File: src/rtl/instr_fetch_unit.sv
// Instruction fetch stage behind a 128x8 synchronous ROM. It owns the pc, absorbs the
// one-cycle ROM read latency and issues 1- or 2-byte instructions over a valid/ready handshake.
module instr_fetch_unit (
  input  logic       clk,
  input  logic       reset,
  output logic [7:0] address,
  input  logic [7:0] rom_data,
  output logic [7:0] opcode,
  output logic [7:0] operand,
  output logic       has_operand,
  output logic       instr_valid,
  input  logic       instr_ready,
  input  logic       branch_taken,
  input  logic [7:0] branch_target,
  output logic [7:0] pc,
  output logic       fault
);

  localparam logic [7:0] ROM_LAST = 8'h7F;

  localparam logic [7:0] LDA_IMM = 8'h01;
  localparam logic [7:0] LDB_IMM = 8'h02;
  localparam logic [7:0] LDA_DIR = 8'h03;
  localparam logic [7:0] STA_DIR = 8'h04;
  localparam logic [7:0] STR_DIR = 8'h05;
  localparam logic [7:0] BRA     = 8'h06;
  localparam logic [7:0] BEQ     = 8'h07;
  localparam logic [7:0] BMI     = 8'h08;

  typedef enum logic [2:0] {FETCH, DECODE, OPND, ISSUE, FAULT} state_t;
  state_t state;

  logic two_byte;
  always_comb begin
    two_byte = 1'b0;
    case (rom_data)
      LDA_IMM, LDB_IMM, LDA_DIR, STA_DIR,
      STR_DIR, BRA, BEQ, BMI: two_byte = 1'b1;
      default:                two_byte = 1'b0;
    endcase
  end

  assign address = pc;

  // instr_valid and fault are registered alongside the state so neither has a combinational input path.
  always_ff @(posedge clk or posedge reset) begin
    if (reset) begin
      state       <= FETCH;
      pc          <= 8'h00;
      opcode      <= 8'h00;
      operand     <= 8'h00;
      has_operand <= 1'b0;
      instr_valid <= 1'b0;
      fault       <= 1'b0;
    end else begin
      case (state)
        FETCH: begin
          if (pc > ROM_LAST) begin
            state <= FAULT;
            fault <= 1'b1;
          end else begin
            pc    <= pc + 8'd1;
            state <= DECODE;
          end
        end
        DECODE: begin
          opcode <= rom_data;
          if (two_byte) begin
            // Opcode sat at the last ROM byte: its operand would lie outside ROM space.
            if (pc > ROM_LAST) begin
              state <= FAULT;
              fault <= 1'b1;
            end else begin
              pc    <= pc + 8'd1;
              state <= OPND;
            end
          end else begin
            operand     <= 8'h00;
            has_operand <= 1'b0;
            instr_valid <= 1'b1;
            state       <= ISSUE;
          end
        end
        OPND: begin
          operand     <= rom_data;
          has_operand <= 1'b1;
          instr_valid <= 1'b1;
          state       <= ISSUE;
        end
        ISSUE: begin
          if (instr_ready) begin
            if (branch_taken) pc <= branch_target;
            instr_valid <= 1'b0;
            state       <= FETCH;
          end
        end
        FAULT: begin
          instr_valid <= 1'b0;
          fault       <= 1'b1;
        end
        default: state <= FAULT;
      endcase
    end
  end

endmodule

File: config.mk
export PLATFORM = sky130hd
export DESIGN_NAME = instr_fetch_unit
export DESIGN_NICKNAME = d
export VERILOG_FILES = /design/src/rtl/instr_fetch_unit.sv
export SDC_FILE = /design/constraint.sdc
export NUM_CORES = 1
export LEC_CHECK = 0
export CORE_ASPECT_RATIO = 0.6
export CORE_MARGIN = 10
export CORE_UTILIZATION = 48
export DETAILED_ROUTE_END_ITERATION = 7
export PLACE_DENSITY = 0.9
export SYNTH_ARGS = -nofsm -noshare
export SYNTH_HDL_FRONTEND = slang
export SYNTH_SLANG_ARGS = --single-unit
File: constraint.sdc
create_clock -name clk -period 3.2 [get_ports clk]
set_input_delay 0.96 -clock clk [delete_from_list [all_inputs] [get_ports clk]]
set_output_delay 0.96 -clock clk [all_outputs]
set_load 0.005 [all_outputs]
==> summary by stage <==
Place
After detailed placement, the design holds a cell count of 238. The detailed placer's ending HPWL is 3470 µm. Routability-driven placement finished with a final weighted congestion of 0.887. The count of buffers added on input and output ports is 54.

Worst setup path
The type of destination of the critical path is a register. Together, buffers and inverters on the worst path number 1. Among all stages on the critical path, the largest delay is contributed by sky130_fd_sc_hd__or4_4. The worst setup path is launched from a primary input.

The critical path in this run is classified as in -> reg. In this run the worst path has a maximum fanout of 11. Data on the critical path is required at its endpoint by 3.35 ns. Traced cell by cell, the critical path runs through clkdlybuf4s50_1, or4_4, a31oi_4, or2_2, o21ai_1. The data arrival time of the critical path is 2.77 ns. The delay contributed by the slowest stage of the critical path is 0.61 ns. The cell family contributing the most delay on the critical path is simple AND/OR/NAND/NOR gates.

Layout
The number of nets in the layout is 221. The share of post-route cells with drive strength above 1 is 12.9%. Once layout is complete, the utilization of the core stands at 68.4%.

The number of antenna diodes in the final layout is 0. Leaving out filler cells and counting taps, the final layout contains 246. Relative to the synthesized area, the layout overhead comes to 38.4%.

Floorplanning
Row generation in the floorplan step produced 16 rows. The initial core utilization is 49.4%. The top-level port count is 55. The floorplan step defined a core boundary enclosing 0.00320 mm². The floorplan step set the die width to 94.1 µm. The floorplan step defined a die boundary enclosing 0.00607 mm². The y dimension of the die is 64.5 µm.

Status
The run finished with clean final reports.

Synth
After synthesis the netlist holds a flip-flop and latch count of 30. Sorting the synthesized cells by how often they occur yields 30 x sky130_fd_sc_hd__dfrtp_1, 16 x sky130_fd_sc_hd__nor2_1, 9 x sky130_fd_sc_hd__mux2i_1, 8 x sky130_fd_sc_hd__buf_4, 8 x sky130_fd_sc_hd__mux2_2. A synthesized cell averages 10.5 µm². The fraction of synthesized cell area taken by the top area cell type is 47.4%. The number of synthesized flops with an enable pin is 0. After synthesis, the share of flip-flops with an asynchronous set or reset is 100%. After synthesis the cells add up to 0.00158 mm². The total of warnings raised by yosys is 0. The post-synthesis net count is 172.

The gate count of the mapped netlist is 151. In the post-synthesis netlist, the cell with the most instances is sky130_fd_sc_hd__dfrtp_1. The leading register cell type out of synthesis is sky130_fd_sc_hd__dfrtp_1. By area the synthesized netlist is led by sky130_fd_sc_hd__dfrtp_1 47%, sky130_fd_sc_hd__mux2i_1 5.7%, sky130_fd_sc_hd__mux2_2 5.7%, sky130_fd_sc_hd__buf_4 3.8%, sky130_fd_sc_hd__nor2_1 3.8%. The sequential share of the synthesized area is 47.4%.

The number of different library cells in the post-synthesis netlist is 38. The library cell with the largest summed area after synthesis is sky130_fd_sc_hd__dfrtp_1.

Drt
The iteration-0 DRC count of the detailed router is 191. Dividing the detail-routed wire length by the instance count gives 18.8 µm. The iteration count of the initial detailed-routing pass is 4. The total wire length is 4620 µm. The total via count in the routed design is 1368. The count of nets left with antenna violations once routing finished came out at 0. The number of vias per cell after detailed routing is 5.56. The remaining design rule violation count is 0.

STA
The worst-case headroom to the max-slew limit is 68.5%. Based on the critical path, the design can be clocked at up to 383 MHz. The final number of max-transition violations is 0. For the pin with the worst max-slew slack, the measured transition is 0.472 ns. Clock skew on the completed layout was measured at 0.00422 ns. Setup repair after global routing left no endpoint under its margin. The final critical-path required period is 2.61 ns. The hold violation count in the final report is 0. Hold timing on the final database bottoms out at a slack of 0.459 ns. Of the available clock period, the critical path in the final layout requires 81.6%. The total negative slack for setup checks is 0 ns. The final number of setup-violating endpoints is 0.

Global route
For this run, global-route usage on met3 was measured as 6.78%. The maximum number of pins on one net before global-route repair is 31. The first global-routing pass estimated 7260 µm of wire. The busiest layer in global routing is met2. The aggregate global routing overflow is 0.

For this run, global-route usage on met1 was measured as 18.2%. The global routing usage on met2 is 23.3%. The combined global-route utilization of all metal layers is 15.1%.

The number of antenna violations at the first check in global routing was 0. The number of global-route vias before repair is 1384.

Clock network
The clock transition at the registers of the reported paths is 0.06 ns. The total CTS buffers is 5. The total number of clock tree sinks is 30.

The number of buffers on the longest clock path is 2. The number of setup buffers added after CTS is 0. The number of cells upsized or downsized after cts is 0.

TritonCTS built the clock tree. At the later pin of the worst-skew pair, clock insertion delay measures 0.28 ns. Hold repair after CTS inserted 0 buffers. In this run the clock root is driven by a sky130_fd_sc_hd__clkbuf_8. The deepest level of the CTS H-tree is 2.

Run
The number of maximum-capacitance constraint violations is 0.

Power and ir drop
Power spread over the standard cell area amounts to 746 mW/mm². The worst supply voltage drop on vdd is 0.406 mV. The total design power is 1.63 mW. For this design the static power due to leakage is 0.877 nW.

Worst hold path
The classification of the worst-slack hold path is reg -> reg.
-- cell type report --
class	count	area, µm²
flip-flops and latches	30	751
inverters	6	22.5
repair buffers	57	563
clock inverters	1	5.00
multi-input cells	100	707
fillers	239	1010
well taps	45	56.3
clock buffers	7	86.3
-- registers in the layout, summed over array words and instances, names as in the netlist --
register,count
state,3
instr_valid,1
opcode,8
operand,8
address,8
fault,1
has_operand,1
-- through the flow --
step                cell area [µm²]  worst slack, ns
floorplan                      1580             1.01
global placement               2100            0.424
detailed placement             2100            0.299
CTS                            2190            0.599
global route                   2190            0.547
finish                         2190            0.588
-- cells in the final DEF, fill, tap and decap left out, types with 2 or more instances in the layout --
master	instances
sky130_fd_sc_hd__buf_4	3
sky130_fd_sc_hd__o21ai_1	5
sky130_fd_sc_hd__inv_1	6
sky130_fd_sc_hd__mux2i_1	9
sky130_fd_sc_hd__nand3b_1	2
sky130_fd_sc_hd__nand3_1	3
sky130_fd_sc_hd__a2bb2oi_1	5
sky130_fd_sc_hd__nand4_1	2
sky130_fd_sc_hd__o22ai_1	2
sky130_fd_sc_hd__o31ai_1	2
sky130_fd_sc_hd__a31oi_1	3
sky130_fd_sc_hd__nand2_1	7
sky130_fd_sc_hd__clkbuf_8	6
sky130_fd_sc_hd__mux2_2	8
sky130_fd_sc_hd__nor3_1	3
sky130_fd_sc_hd__a21o_1	2
sky130_fd_sc_hd__o21ai_0	7
sky130_fd_sc_hd__a21oi_1	7
sky130_fd_sc_hd__clkdlybuf4s50_1	54
sky130_fd_sc_hd__nor2_1	16
sky130_fd_sc_hd__dfrtp_1	30
sky130_fd_sc_hd__and4_1	2
-- report_power, final --
part / total, mW / switching (mW) / leakage, nW / internal [mW]
Clock: 0.320 / 0.146 / 0.0482 / 0.173
Combinational: 0.658 / 0.216 / 0.458 / 0.442
Sequential: 0.656 / 0.141 / 0.370 / 0.515
-- worst paths after layout --
check / from / to / slack (ns) / cells after the start
max: rom_data[0] / address[4] / 0.59 / 5
min: fault / fault / 0.46 / 1
max reg2reg: state[0] / address[4] / 1.15 / 4
min reg2reg: fault / fault / 0.46 / 1
max in group asynchronous: reset / state[2] / 1.85 / 3
min in group asynchronous: reset / opcode[3] / 1.05 / 3
-- cells by family (layout without fill, tap and decap cells) --
family | count (synthesis) | count (layout) | synth area share (%)
and+or+nand+nor | 42 | 42 | 14.5
AOI/OAI and AO/OA | 40 | 40 | 17.9
DFF | 30 | 30 | 47.4
buffers and inverters | 21 | 71 | 7.90
adders and majority gates | 1 | 1 | 0.790
muxes | 17 | 17 | 11.4
-- layer usage --
layer / up-vias / part of all wire [%]
met1: 669 / 41
li1: 634 / -
met4: 0 / 1.6
met5: - / 0
met2: 58 / 48
met3: 7 / 9.8
Note: power is estimated with default switching activity, not from simulation.
==> patch: new RTL, config.mk and constraints unchanged <==
The 5 states of `state_t` get a one-hot encoding in 5 bits.
--- a/src/rtl/instr_fetch_unit.sv
+++ b/src/rtl/instr_fetch_unit.sv
@@ -27,7 +27,7 @@
   localparam logic [7:0] BEQ     = 8'h07;
   localparam logic [7:0] BMI     = 8'h08;
 
-  typedef enum logic [2:0] {FETCH, DECODE, OPND, ISSUE, FAULT} state_t;
+  typedef enum logic [4:0] {FETCH = 5'b00001, DECODE = 5'b00010, OPND = 5'b00100, ISSUE = 5'b01000, FAULT = 5'b10000} state_t;
   state_t state;
 
   logic two_byte;
Function: same outputs for any inputs over 10 cycles, from zero or initial values and one cycle with reset high; not proved beyond that.
==> patch against the original RTL <==
  * Synthesized cell count rose by 19%
  * Register-to-register slack got worse by 100 ps
  * Setup slack improved by 23 ps
  * Area after synthesis rose by 0.87%
  * Cell area rose by 1.8%
  * Wire length fell by 4.2%
  * Sequential cell count rose by 2
  * Largest cell class unchanged
Power is not compared: it rests on default switching activity, and its combinational part moved more than twofold at a synthesized area within 25%.
==> patch: results (changes against the original RTL) <==
- The number of antenna violations at the first check in global routing came to 0 (unchanged).
- The latest clock arrival within the worst-skew pair was 280 ps (about the same).
- The share of synthesized registers carrying an async set or reset is 100% (unchanged).
- RD Place Congestion: 0.914 (+2.9%)
* Wire length of the first global-routing pass: 7030 um (-3.1%)
* Number of DRC violations after detailed-routing iteration 0: 99 (-48%)
* Setup slack after placement: 315 ps (+15.8 ps)
- The run finished with clean final reports.
* Wire length on met1: 1870 um (-0.48%)
- Post-CTS setup-driven buffer insertion count: 0 (unchanged)
* Switching power as a share of total power: 19.1%
* Buffer cell driving the clock tree root: sky130_fd_sc_hd__clkbuf_8
- Mean area per synthesized cell: 8.92 um2 (-15%)
* DR top layer: met4
- The final clock skew came to 8.81 ps (+4.58 ps).
* Net count reported at finish: 248 (+12%)
- Met3 routed WL: 392 um (-13%)
- The placed standard-cell area came to 2100 um2 (+0.24%).
- The placed wire-length estimate after detailed placement was 3290 um (-5.3%).
- The reported max-cap violation count came to 0 (unchanged).
- Layout cell share with drive strength beyond 1: 6.58% (-6.4 points)
* Vias per inst: 5.40 (-2.8%)
- The number of endpoints with negative hold slack in the final report is 0 (unchanged).
* H-Tree Level Count: 2 (unchanged)
- Max clock buf depth: 2 (unchanged)
- The count of instances resized after the clock tree is built was 0 (unchanged).
- Measured slew at the worst slew-check pin: 600 ps (+128 ps)
* Met1 demand-to-capacity share in global routing: 18.2% (+0.037 points)
- Pin count of the biggest net entering global routing: 33 (+6.5%)
- The portion of the post-synthesis area used by sequential elements is 50.2% (+2.8 points).
- The met3 global-route usage came to 5.40% (-1.4 points).
- Arrival time at the worst endpoint: 2760 ps (about the same)
- Leading cell types by total area after synthesis: sky130_fd_sc_hd__dfrtp_1 49%, sky130_fd_sc_hd__nand2_1 9.9%, sky130_fd_sc_hd__a21oi_1 4.4%, sky130_fd_sc_hd__o21ai_0 4.1%, sky130_fd_sc_hd__buf_4 3.8%
- Antenna diodes: 0 (unchanged)
- The total nets after synthesis was 200 (+16%).
* Post-CTS clock slew at the launch and capture registers of the worst setup and hold paths: 70 ps
* YS warnings: 0 (unchanged)
- Routed wl met2: 2090 um (-5.6%)
* Worst min path class: reg2reg
- The placed instance count was 265 (+11%).
- Average routed wire per standard cell: 16.2 um (-14%)
* Number of unique standard cell types used by synthesis: 37 (-2.6%)
- The clock buffer count from CTS came to 5 (unchanged).
- The length of the first detailed-routing pass in iterations was 5 (+1).
* Top flip-flop cell by instance count after synthesis: sky130_fd_sc_hd__dfrtp_1
* Overall global routing resource usage: 14.6% (-0.54 points)
- IR Drop Worst-Case VDD: 0.221 mV
* Number of global-route vias before repair: 1322 (-4.5%)
- The met2 demand-to-capacity share in global routing came to 22.6% (-0.67 points).
- Summed over all cells, the static leakage comes to 0.918 nW.
- IO buf count: 54 (unchanged)
- Final Routed Wirelength: 4430 um (-4.2%)
- Most common library cells after synthesis: 42 x sky130_fd_sc_hd__nand2_1, 31 x sky130_fd_sc_hd__dfrtp_1, 14 x sky130_fd_sc_hd__a21oi_1
- The largest fanout on the critical path was 15 (+4).
[patch: logic make-up (layout without fill, tap and decap cells)]
| logic type | Yosys count | count (layout) | synth area share [%] |
|---|---|---|---|
| adder cells (fa/ha/maj) | 1 | 1 | 0.784 |
| AO/OA/AOI/OAI | 39 | 39 | 14.9 |
| XOR/XNOR | 1 | 1 | 0.549 |
| buffers and inverters | 21 | 70 | 7.92 |
| flip-flops | 32 | 32 | 50.2 |
| AND/OR/NAND/NOR | 83 | 83 | 24.4 |
| multiplexers | 2 | 2 | 1.25 |
[patch: final timing paths]
kind / start / to / cells past startpoint / slack (ps)
setup / recovery: rom_data[0] / address[2] / 6 / 610
hold / removal: fault / fault / 1 / 460
setup reg to reg: state[3] / address[2] / 5 / 1050
hold reg to reg: fault / fault / 1 / 460
max in group asynchronous: reset / state[0] / 3 / 1780
min in group asynchronous: reset / instr_valid / 3 / 1100
[patch: power groups by stage]
stage | logic, mW | registers, mW | clock network, mW
after floorplan | 0.00785 | 0.412 | 0
after global placement | 0.0383 | 0.412 | 0
after detailed placement | 0.0392 | 0.412 | 0
after CTS | 0.0396 | 0.404 | 0.429
after global routing | 0.0428 | 0.404 | 0.456
final | 0.0390 | 0.404 | 0.423
[patch: layout make-up]
cell class	count	area, um2
Tap cell	45	56.3
Inverter	6	22.5
Sequential cell	32	802
Multi-Input combinational cell	126	668
Fill cell	248	992
Clock inverter	1	30.0
Timing Repair Buffer	56	556
Clock buffer	7	96.3
[patch: worst max-delay path, stage by stage]
cell and delay, ps:
sky130_fd_sc_hd__clkdlybuf4s50_1 450, sky130_fd_sc_hd__or4_1 520, sky130_fd_sc_hd__nand3_1 190, sky130_fd_sc_hd__o2bb2ai_2 330
sky130_fd_sc_hd__nor2_1 110, sky130_fd_sc_hd__o22a_1 200
